$ cat src/rtl/portb_input_ctrl_if.sv
// PORTB input controller bus: pin/config/strobe inputs and
// synchronized data plus interrupt flag outputs.
interface portb_input_ctrl_if;
    logic [7:0] pin_in;
    logic [7:0] trisb;
    logic       intedg;
    logic       rd_portb;
    logic       rbif_clr;
    logic       intf_clr;
    logic [7:0] portb_data;
    logic       rbif;
    logic       intf;
    logic       ready;

    modport master (
        output pin_in,
        output trisb,
        output intedg,
        output rd_portb,
        output rbif_clr,
        output intf_clr,
        input  portb_data,
        input  rbif,
        input  intf,
        input  ready
    );

    modport slave (
        input  pin_in,
        input  trisb,
        input  intedg,
        input  rd_portb,
        input  rbif_clr,
        input  intf_clr,
        output portb_data,
        output rbif,
        output intf,
        output ready
    );
endinterface

$ cat src/rtl/portb_input_ctrl.sv
// PORTB input path: 2-flop pin synchronizer, RB7:RB4 change
// interrupt, RB0/INT edge interrupt and a short warm-up sequence.
module portb_input_ctrl (
    input  logic                 clk,
    input  logic                 rst,
    portb_input_ctrl_if.slave    bus
);

    typedef enum logic [1:0] {
        WARM0 = 2'd0,
        WARM1 = 2'd1,
        WARM2 = 2'd2,
        RUN   = 2'd3
    } state_t;

    state_t     state_q, state_d;
    logic [7:0] sync1_q, sync1_d;
    logic [7:0] sync2_q, sync2_d;
    logic [3:0] old_latch_q, old_latch_d;
    logic       prev_rb0_q, prev_rb0_d;
    logic       rbif_q, rbif_d;
    logic       intf_q, intf_d;
    logic       ready_q, ready_d;

    logic [7:0] diff;
    logic       mismatch;
    logic       edge_hit;
    logic       run;

    // Change detect on input-configured upper bits only; the low nibble
    // of the mask is zero so RB3:RB0 never contribute.
    always_comb begin
        diff     = bus.trisb & {sync2_q[7:4] ^ old_latch_q, 4'h0};
        mismatch = |diff;
        edge_hit = bus.intedg ? (!prev_rb0_q &&  sync2_q[0])
                              : ( prev_rb0_q && !sync2_q[0]);
        run      = (state_q == RUN);
    end

    // Next-state logic: warm-up sequencing, latch updates, sticky flags
    // where a set in the same cycle overrides a clear.
    always_comb begin
        state_d     = state_q;
        sync1_d     = bus.pin_in;
        sync2_d     = sync1_q;
        old_latch_d = old_latch_q;
        prev_rb0_d  = sync2_q[0];
        rbif_d      = rbif_q;
        intf_d      = intf_q;

        unique case (state_q)
            WARM0: state_d = WARM1;
            WARM1: state_d = WARM2;
            WARM2: begin
                state_d     = RUN;
                old_latch_d = sync2_q[7:4];
            end
            RUN: begin
                state_d = RUN;
                if (bus.rd_portb) old_latch_d = sync2_q[7:4];
            end
            default: state_d = WARM0;
        endcase

        if (bus.rbif_clr) rbif_d = 1'b0;
        if (run && mismatch) rbif_d = 1'b1;

        if (bus.intf_clr) intf_d = 1'b0;
        if (run && edge_hit) intf_d = 1'b1;

        ready_d = (state_d == RUN);
    end

    // State and output registers, all cleared asynchronously by rst.
    always_ff @(posedge clk or posedge rst) begin
        if (rst) begin
            state_q     <= WARM0;
            sync1_q     <= 8'h00;
            sync2_q     <= 8'h00;
            old_latch_q <= 4'h0;
            prev_rb0_q  <= 1'b0;
            rbif_q      <= 1'b0;
            intf_q      <= 1'b0;
            ready_q     <= 1'b0;
        end else begin
            state_q     <= state_d;
            sync1_q     <= sync1_d;
            sync2_q     <= sync2_d;
            old_latch_q <= old_latch_d;
            prev_rb0_q  <= prev_rb0_d;
            rbif_q      <= rbif_d;
            intf_q      <= intf_d;
            ready_q     <= ready_d;
        end
    end

    assign bus.portb_data = sync2_q;
    assign bus.rbif       = rbif_q;
    assign bus.intf       = intf_q;
    assign bus.ready      = ready_q;

endmodule

$ cat src/flat_wrapper.sv
// flat-port wrapper written by rule: the top's interface ports become plain ports
module portb_input_ctrl_flat 
  (clk, rst, bus_pin_in, bus_trisb, bus_intedg, bus_rd_portb, bus_rbif_clr, bus_intf_clr, bus_portb_data, bus_rbif, bus_intf, bus_ready);
  portb_input_ctrl_if bus_i ();
  input  logic clk;
  input  logic rst;
  input wire logic [$bits(bus_i.pin_in)-1:0] bus_pin_in;
  input wire logic [$bits(bus_i.trisb)-1:0] bus_trisb;
  input wire logic [$bits(bus_i.intedg)-1:0] bus_intedg;
  input wire logic [$bits(bus_i.rd_portb)-1:0] bus_rd_portb;
  input wire logic [$bits(bus_i.rbif_clr)-1:0] bus_rbif_clr;
  input wire logic [$bits(bus_i.intf_clr)-1:0] bus_intf_clr;
  output wire logic [$bits(bus_i.portb_data)-1:0] bus_portb_data;
  output wire logic [$bits(bus_i.rbif)-1:0] bus_rbif;
  output wire logic [$bits(bus_i.intf)-1:0] bus_intf;
  output wire logic [$bits(bus_i.ready)-1:0] bus_ready;
  assign bus_i.pin_in = bus_pin_in;
  assign bus_i.trisb = bus_trisb;
  assign bus_i.intedg = bus_intedg;
  assign bus_i.rd_portb = bus_rd_portb;
  assign bus_i.rbif_clr = bus_rbif_clr;
  assign bus_i.intf_clr = bus_intf_clr;
  assign bus_portb_data = bus_i.portb_data;
  assign bus_rbif = bus_i.rbif;
  assign bus_intf = bus_i.intf;
  assign bus_ready = bus_i.ready;
  portb_input_ctrl u_core (.clk(clk), .rst(rst), .bus(bus_i));
endmodule
$ cat config.mk
export PLATFORM = sky130hd
export DESIGN_NAME = portb_input_ctrl_flat
export DESIGN_NICKNAME = d
export VERILOG_FILES = /design/src/rtl/portb_input_ctrl_if.sv /design/src/rtl/portb_input_ctrl.sv /design/src/flat_wrapper.sv
export SDC_FILE = /design/constraint.sdc
export NUM_CORES = 1
export LEC_CHECK = 0
export CAP_MARGIN = 15
export CELL_PAD_IN_SITES_DETAIL_PLACEMENT = 0
export CELL_PAD_IN_SITES_GLOBAL_PLACEMENT = 1
export CORE_MARGIN = 1
export CORE_UTILIZATION = 32
export CTS_CLUSTER_SIZE = 20
export DETAILED_ROUTE_END_ITERATION = 8
export PLACE_DENSITY = 0.81
export SYNTH_ARGS = -nofsm -noshare
export SYNTH_HDL_FRONTEND = slang
export SYNTH_SLANG_ARGS = --single-unit
$ cat constraint.sdc
create_clock -name clk -period 1.54 [get_ports clk]
set_clock_uncertainty 0.15 [all_clocks]
set_input_delay 0.308 -clock clk [delete_from_list [all_inputs] [get_ports clk]]
set_output_delay 0.308 -clock clk [all_outputs]
set_load 0.03 [all_outputs]
### Word-level counts from Yosys, hierarchy flattened

Index checks and enable logic that the tools add are counted.

* bits in registers: 26
* input port bits: 22
* output and inout port bits: 11

* eq/ne operators: 5
* mux-type cells: 8
* bitwise logic cells: 2
* reductions and logical operators: 13

Operator list (count)
* AND 8 bit: 1
* one-hot mux 4 bit (2 select lines): 1
* OR reduction 8 bit: 1
* == test 2 bit, second input constant: 3
* one-hot mux 2 bit (3 select lines): 1
* nonzero test 2 bit: 3
* 2-to-1 mux 1 bit: 5
* logical AND 1 bit: 4
* 2-to-1 mux 4 bit: 1
* bitwise XOR 4 bit: 1
* == test 2 x 1 -> 1 bit, second input constant: 1
* zero test 1 bit: 2
* zero test 2 bit: 1
* != test 2 bit, second input constant: 1
* AND reduction 2 bit: 1
* OR reduction 2 bit: 1

### Longest topological paths before layout

Gate-level depths: netlist (run 1).

* depth in word-level cells: 5
* depth in mapped cells: 4
* depth with buffers taken out: 4

### Worst setup path after synthesis (run 1)

Ideal clock, no wire load.

* path type: register -> register
* start point: reg u_core.sync2_q[7], in the netlist u_core.bus.portb_data[7]
* end point: reg u_core.rbif_q, in the netlist u_core.bus.rbif
* arrival: 1142 ps
* data required time: 1261 ps
* slack: 119 ps
* stages on the path, launching flop included: 5
* path through: dfrtp_1 xor2_1 a22o_1 a221oi_2 o22ai_1

* longest elaborated chain between the ends: 5

RTL lines
* from (decl): RTL line portb_input_ctrl.sv:18 `logic [7:0] sync2_q, sync2_d;`
* from (signal assigned): RTL line portb_input_ctrl.sv:88 `sync2_q <= sync2_d;`
* bitwise XOR 4 bit (*): RTL line portb_input_ctrl.sv:33 `diff = bus.trisb & {sync2_q[7:4] ^ old_latch_q, 4'h0};`
* AND 8 bit (*): RTL line portb_input_ctrl.sv:33
* OR reduction 8 bit (*): RTL line portb_input_ctrl.sv:34 `mismatch = |diff;`
* logical AND 1 bit (*): RTL line portb_input_ctrl.sv:66 `if (run && mismatch) rbif_d = 1'b1;`
* 2-to-1 mux 1 bit / nonzero test 2 bit (equally long branches)
* to (signal assigned): RTL line portb_input_ctrl.sv:91 `rbif_q <= rbif_d;`
* to (decl): RTL line portb_input_ctrl.sv:21 `logic rbif_q, rbif_d;`

Mark *: on every way between the ends. The rest lies on a longest branch, timed or not.
A chain may end at the register's enable or synchronous reset.

### Final worst setup path (run 1)

* start point: reg u_core.ready_q, in the netlist u_core.bus.ready
* end point: out bus_ready

RTL lines
* from (decl): RTL line portb_input_ctrl.sv:23 `logic ready_q, ready_d;`
* from (signal assigned): RTL line portb_input_ctrl.sv:93 `ready_q <= ready_d;`
* to (decl): RTL line flat_wrapper.sv:16 `output wire logic [$bits(bus_i.ready)-1:0] bus_ready;`

No word-level cell between the ends.

==> impl_metrics.csv, run 1 <==
group,metric,value,unit
clocking,cts_buffers,3,
detailed_routing,drt_wl_total,1.241,mm
critical_path,cp.arrival,1.04,ns
logic_synthesis,synth_flop_cell,"dfrtp_1",
floorplanning,start_util,0.3379,
logic_synthesis,ys_warn_count,0,
sta,period_share,0.9706,
critical_path,cp_cell_sequence,"clkdlybuf4s15_1",
grt,grt_max_degree,27,
logic_synthesis,ys_top_cells_by_area,"dfrtp_1, mux2_2, xor2_1",
sta,setup_viol,0,
clocking,hold_buffers,0,
grt,grt_use_total,0.1017,
logic_synthesis,postSynthCellCount,50,
floorplanning,dieHeight,52.92,um
floorplanning,io_pins,33,
critical_path,slowest_stage,"dfrtp_1",
logic_synthesis,async_reset_ff_frac,1.000,
logic_synthesis,syn_avg_cell_area,16.59,sq um
flow_run,max_cap_violations,0,
grt,grt_pass1_wl,1.904,mm
critical_path,crit_path_start_kind,"flop",
critical_path,end_kind,"output port",
logic_synthesis,synthMostInstantiatedCell,"dfrtp_1",
power_and_ir_drop,vdd_drop_max,0.7582,mV
cells_and_area,n_antenna_cell,0,
logic_synthesis,ys_types,15,
logic_synthesis,ys_seq_area_frac,0.7843,
clocking,h-tree-depth,1,
grt,grt-ovfl-total,0,
floorplanning,std_cell_rows,18,
logic_synthesis,syn-cell-area,829.5,sq um
power_and_ir_drop,power_density,1152,mW/mm^2
detailed_routing,vias,488,
clocking,clkTransAtPathRegs,0.14,ns
grt,grt_pass1_vias,446,
sta,hold_violations,0,
detailed_routing,firstDrtPassIters,2,
logic_synthesis,yosysTopAreaCellShare,0.7843,
critical_path,required,1.08,ns
sta,layout_min_cycle_time,1.495,ns
sta,worst_slack,0.04525,ns
floorplanning,core_area,0.002455,sq mm
sta,max_slew_margin,0.7853,
place,gp_congestion,0.6652,
critical_path,cp_top_family,"flip-flops",
floorplanning,die_area,0.002800,sq mm
logic_synthesis,synth_edf_count,0,
clocking,insertion_delay,0.32,ns
floorplanning,die_w,52.92,um
logic_synthesis,synth_top_cell_by_area,"dfrtp_1",
logic_synthesis,synthTopCellsByCount,"dfrtp_1, inv_1, mux2_2, xor2_1, o22ai_1",
detailed_routing,postRouteAntennaNets,0,
cells_and_area,final_nets,108,
cells_and_area,final_core_util,0.4832,
clocking,clk_path_buf_depth,2,
cells_and_area,fillers,217,
logic_synthesis,ys_seq_elements,26,
clocking,clock_sinks,26,
place,io_buffers,28,
place,place_hpwl,896.3,um
cells_and_area,syn_to_final_growth,42.99,%
power_and_ir_drop,p_leak,0.5427,nW
grt,antenna_found_initial,0,
cells_and_area,drive_gt1_frac,0.2824,
critical_path,slowest_delay,0.39,ns
sta,max_freq,669.0,MHz
run_status,outcome,"completed",
sta,slew_viol_final,0,
worst_hold_path,hp-class,"input pin to asynchronous set/reset pin",
detailed_routing,viasPerCell,4.243,
place,pre_cts_slack,-0.05712,ns
critical_path,critPathBufInv,1,
clocking,cts_tree,"done",
detailed_routing,drtIter0Drc,6,
logic_synthesis,synth_nets,72,
critical_path,worstSetupPathType,"flop to output port",
detailed_routing,drc_errors,0,
clocking,root_buffer,"clkbuf_4",
critical_path,cp_max_fo,1,
sta,rsz0062_at_grt,"no",
sta,worst_pin_slew,0.3220,ns
detailed_routing,detail_route.wl_per_cell,10.79,um
-- through the flow --
stage	hold slack (ns)	TNS (ns)	total power, mW	instance area (sq um)	cells
floorplan	0.1812	0	0.8387	829.5	50
global placement	0.1823	-0.2421	0.9331	1169	111
detailed placement	0.1847	-0.2220	0.9371	1169	111
CTS	0.1692	0	1.384	1216	115
global route	0.1857	0	1.428	1186	115
finish	0.1648	0	1.366	1186	115
-- path summary, 6_finish.rpt --
| kind | startpoint | endpoint | slack (ns) | cells past startpoint |
|---|---|---|---|---|
| max | u_core.bus.ready | bus_ready | 0.05 | 1 |
| min | rst | u_core.sync1_q[5] | 0.16 | 3 |
| max reg2reg | u_core.bus.portb_data[7] | u_core.bus.rbif | 0.11 | 5 |
| min reg2reg | u_core.sync1_q[1] | u_core.bus.portb_data[1] | 0.22 | 0 |
| max in group asynchronous | rst | u_core.bus.portb_data[6] | 0.83 | 3 |
| min in group clk | u_core.sync1_q[1] | u_core.bus.portb_data[1] | 0.22 | 0 |
-- sequential cells by signal (all words and copies together), names as in the netlist --
register and flops:
u_core.bus.ready 1, u_core.bus.portb_data 8, u_core.state_q 2, u_core.bus.intf 1
u_core.prev_rb0_q 1, u_core.bus.rbif 1, u_core.sync1_q 8, u_core.old_latch_q 4
-- where the power goes --
part	leakage (nW)	internal [mW]	switching (mW)
combinational	0.222	0.0853	0.0816
sequential	0.293	0.722	0.0178
clock	0.0279	0.263	0.197
total	0.543	1.07	0.296
-- logic make-up after synthesis --
family	Yosys count	share of synthesized area
AOI/OAI and AO/OA	6	0.06032
DFF	26	0.7843
xor gates and xnor gates	4	0.04223
and+or+nand+nor	5	0.03621
muxes	4	0.05429
buffers and inverters	5	0.02261
-- cells in the final DEF, fill, tap and decap left out --
master           count
dfrtp_1             26
nor2b_1              1
nor3b_1              1
clkbuf_4             3
a221oi_2             1
buf_4                6
xor2_1               4
clkdlybuf4s50_1     17
clkdlybuf4s15_1      2
mux2_2               4
o21ai_2              1
or2_2                1
clkbuf_2             7
inv_1                4
a22o_1               1
nand2b_1             1
bufinv_16            1
nand2_1              1
o22ai_1              2
a21oi_1              1
-- routing by layer --
metal  global-route usage  part of all wire
met2               0.1414              0.45
met4              0.07895             0.025
met5                    0                 0
met1               0.1222              0.44
met3              0.04310             0.080
-- what timing repair did --
action / CTS / global route
gates resized for setup: 14 / 11
setup buffers: 0 / 0
setup endpoints to repair: 9 / 9
-- area by class of cell --
| class | count | area, sq um | share of cell area |
|---|---|---|---|
| Clock inverter | 1 | 30.03 | 0.02532 |
| Sequential cell | 26 | 650.6 | 0.5485 |
| Tap cell | 30 | 37.54 | 0.03165 |
| Clock buffer | 3 | 22.52 | 0.01899 |
| Inverter | 4 | 15.01 | 0.01266 |
| Multi-Input combinational cell | 19 | 160.2 | 0.1350 |
| Timing Repair Buffer | 32 | 270.3 | 0.2278 |
Note: power is estimated with default switching activity, not from simulation.
==> run 2: changes to the inputs <==
--- a/config.mk
+++ b/config.mk
@@ -12,6 +12,7 @@
 export CORE_UTILIZATION = 32
 export CTS_CLUSTER_SIZE = 20
 export DETAILED_ROUTE_END_ITERATION = 8
+export GPL_TIMING_DRIVEN = 0
 export PLACE_DENSITY = 0.81
 export SYNTH_ARGS = -nofsm -noshare
 export SYNTH_HDL_FRONTEND = slang
==> run 2 against run 1 <==
Compared with the run above: global-route usage increased by 0.99 points; first-iteration DRC count decreased by 83%; critical path depth unchanged; critical endpoint is now bus_portb_data[4]; highest routed layer unchanged; hold slack improved by 0.049 ns; flip-flop and latch count unchanged; core utilization decreased by 1.6 points; combinational power decreased by 4%; largest power group unchanged; sequential share of layout area increased by 1.9 points; register-to-register slack about the same.
==> impl_metrics.csv, run 2 (synthesis gave the netlist of run 1 again) <==
group,metric,value,unit
run_status,outcome,"completed",
power_and_ir_drop,p_leak,0.5207,nW
worst_hold_path,hp-class,"flop to flop",
detailed_routing,drc_errors,0,
floorplanning,dieHeight,52.92,um
clocking,h-tree-depth,1,
floorplanning,core_area,0.002455,sq mm
sta,hold_violations,0,
critical_path,cp_top_family,"flip-flops",
grt,antenna_found_initial,0,
sta,rsz0062_at_grt,"no",
sta,finalSetupTns,0,ns
cells_and_area,fillers,222,
detailed_routing,detail_route.wl_per_cell,11.53,um
sta,layout_min_cycle_time,1.479,ns
place,dp.cells,108,
critical_path,crit_cells,1,
critical_path,cp_cell_sequence,"clkdlybuf4s18_2",
detailed_routing,firstDrtPassIters,3,
grt,grt_max_degree,27,
critical_path,worstSetupPathType,"flop to output port",
cells_and_area,n_antenna_cell,0,
grt,grt_pass1_wl,2.104,mm
grt,grt_pass1_vias,477,
cells_and_area,mostFrequentLayoutCells,"dfrtp_1, clkdlybuf4s50_1, clkbuf_2",
power_and_ir_drop,vdd_drop_max,0.7138,mV
floorplanning,start_util,0.3379,
critical_path,slowest_delay,0.42,ns
grt,grt_use_total,0.1117,
sta,period_share,0.9603,
clocking,root_buffer,"clkbuf_4",
power_and_ir_drop,finalPower,1.232,mW
clocking,clock_sinks,26,
cells_and_area,final_cells,113,
floorplanning,io_pins,33,
critical_path,end_kind,"output port",
cells_and_area,drive_gt1_frac,0.2771,
worst_hold_path,whs_path_depth,0,
detailed_routing,vias,487,
place,gp_congestion,0.6851,
floorplanning,die_area,0.002800,sq mm
detailed_routing,drt_wl_total,1.303,mm
critical_path,critPathBufInv,1,
power_and_ir_drop,power_density,1074,mW/mm^2
critical_path,crit_path_start_kind,"flop",
cells_and_area,final_core_util,0.4674,
clocking,clkTransAtPathRegs,0.13,ns
detailed_routing,drtIter0Drc,1,
critical_path,r2r_cells,5,
sta,max_slew_margin,0.3812,
floorplanning,std_cell_rows,18,
sta,slew_viol_final,0,
grt,grt-ovfl-total,0,
cells_and_area,syn_to_final_growth,38.31,%
critical_path,cp_max_fo,2,
place,place_hpwl,944.1,um
cells_and_area,final_nets,106,
detailed_routing,postRouteAntennaNets,0,
clocking,clk_path_buf_depth,2,
critical_path,required,1.08,ns
clocking,cts_tree,"done",
detailed_routing,viasPerCell,4.310,
sta,setup_viol,0,
cells_and_area,mostFrequentLayoutCell,"dfrtp_1",
critical_path,slowest_stage,"dfrtp_1",
clocking,cts_buffers,3,
place,io_buffers,28,
flow_run,max_cap_violations,0,
clocking,insertion_delay,0.31,ns
critical_path,cp.arrival,1.02,ns
sta,worst_hold_slack,0.2137,ns
sta,worst_pin_slew,0.9272,ns
floorplanning,die_w,52.92,um
sta,max_freq,676.2,MHz
## run 2: cell count changes in the layout (fill, tap and decap cells not counted)
cell             before  now
clkbuf_1              0    1
clkdlybuf4s15_1       2    0
clkbuf_2              7    6
buf_4                 6    1
clkdlybuf4s15_2       0    1
buf_2                 0    3
clkbuf_8              0    1
bufinv_16             1    0
clkdlybuf4s18_2       0    1
## run 2: through the flow
stage                     instance area, sq um  setup WS (ns)
after floorplan                          829.5         0.1185
final                                     1147        0.06112
after global placement                    1147       -0.06863
after global routing                      1147      0.0003593
after detailed placement                  1147        -0.1180
after CTS                                 1185      0.0001402
## run 2: final timing paths
check,startpoint,to,slack (ns)
hold / removal,u_core.sync1_q[0],u_core.bus.portb_data[0],0.21
setup / recovery,u_core.bus.portb_data[4],bus_portb_data[4],0.06
hold reg to reg,u_core.sync1_q[0],u_core.bus.portb_data[0],0.21
setup reg to reg,u_core.bus.portb_data[4],u_core.bus.rbif,0.12
min in group asynchronous,rst,u_core.sync1_q[4],0.33
max in group asynchronous,rst,u_core.bus.portb_data[3],0.35
## run 2: cell type report
cell class,count,area (sq um),share of cell area
timing repair buffer,29,244.0,0.2127
tap,30,37.54,0.03272
buffer,1,3.754,0.003272
sequential,26,650.6,0.5671
multi-input combinational,19,160.2,0.1396
inverter,4,15.01,0.01309
clock buffer,4,36.28,0.03162
## run 2: power breakdown
| group | switching, mW | internal, mW |
|---|---|---|
| registers | 0.0199 | 0.722 |
| clock network | 0.187 | 0.144 |
| logic | 0.0796 | 0.0801 |
| total | 0.286 | 0.946 |
## run 2: repair_timing
action	in CTS	in global routing
endpoints found under the setup margin	11	10
hold endpoints to repair	0	0
gates resized for setup	23	17
hold buffers	0	0
setup buffers	0	1
## run 2: routing by layer
layer  share of wire  global-route usage  vias up
met5               0                   0        -
met3           0.078             0.03161        4
met4           0.018             0.06579        0
li1                -                   -      228
met1            0.40              0.1375      236
met2            0.50              0.1730       19
==> run 3: changes to the inputs <==
--- a/config.mk
+++ b/config.mk
@@ -12,7 +12,6 @@
 export CORE_UTILIZATION = 32
 export CTS_CLUSTER_SIZE = 20
 export DETAILED_ROUTE_END_ITERATION = 8
-export GPL_TIMING_DRIVEN = 0
 export PLACE_DENSITY = 0.81
 export SYNTH_ARGS = -nofsm -noshare
 export SYNTH_HDL_FRONTEND = slang
==> results of run 3 <==
No change in the layout: final DEF, timing and power equal those of run 1.
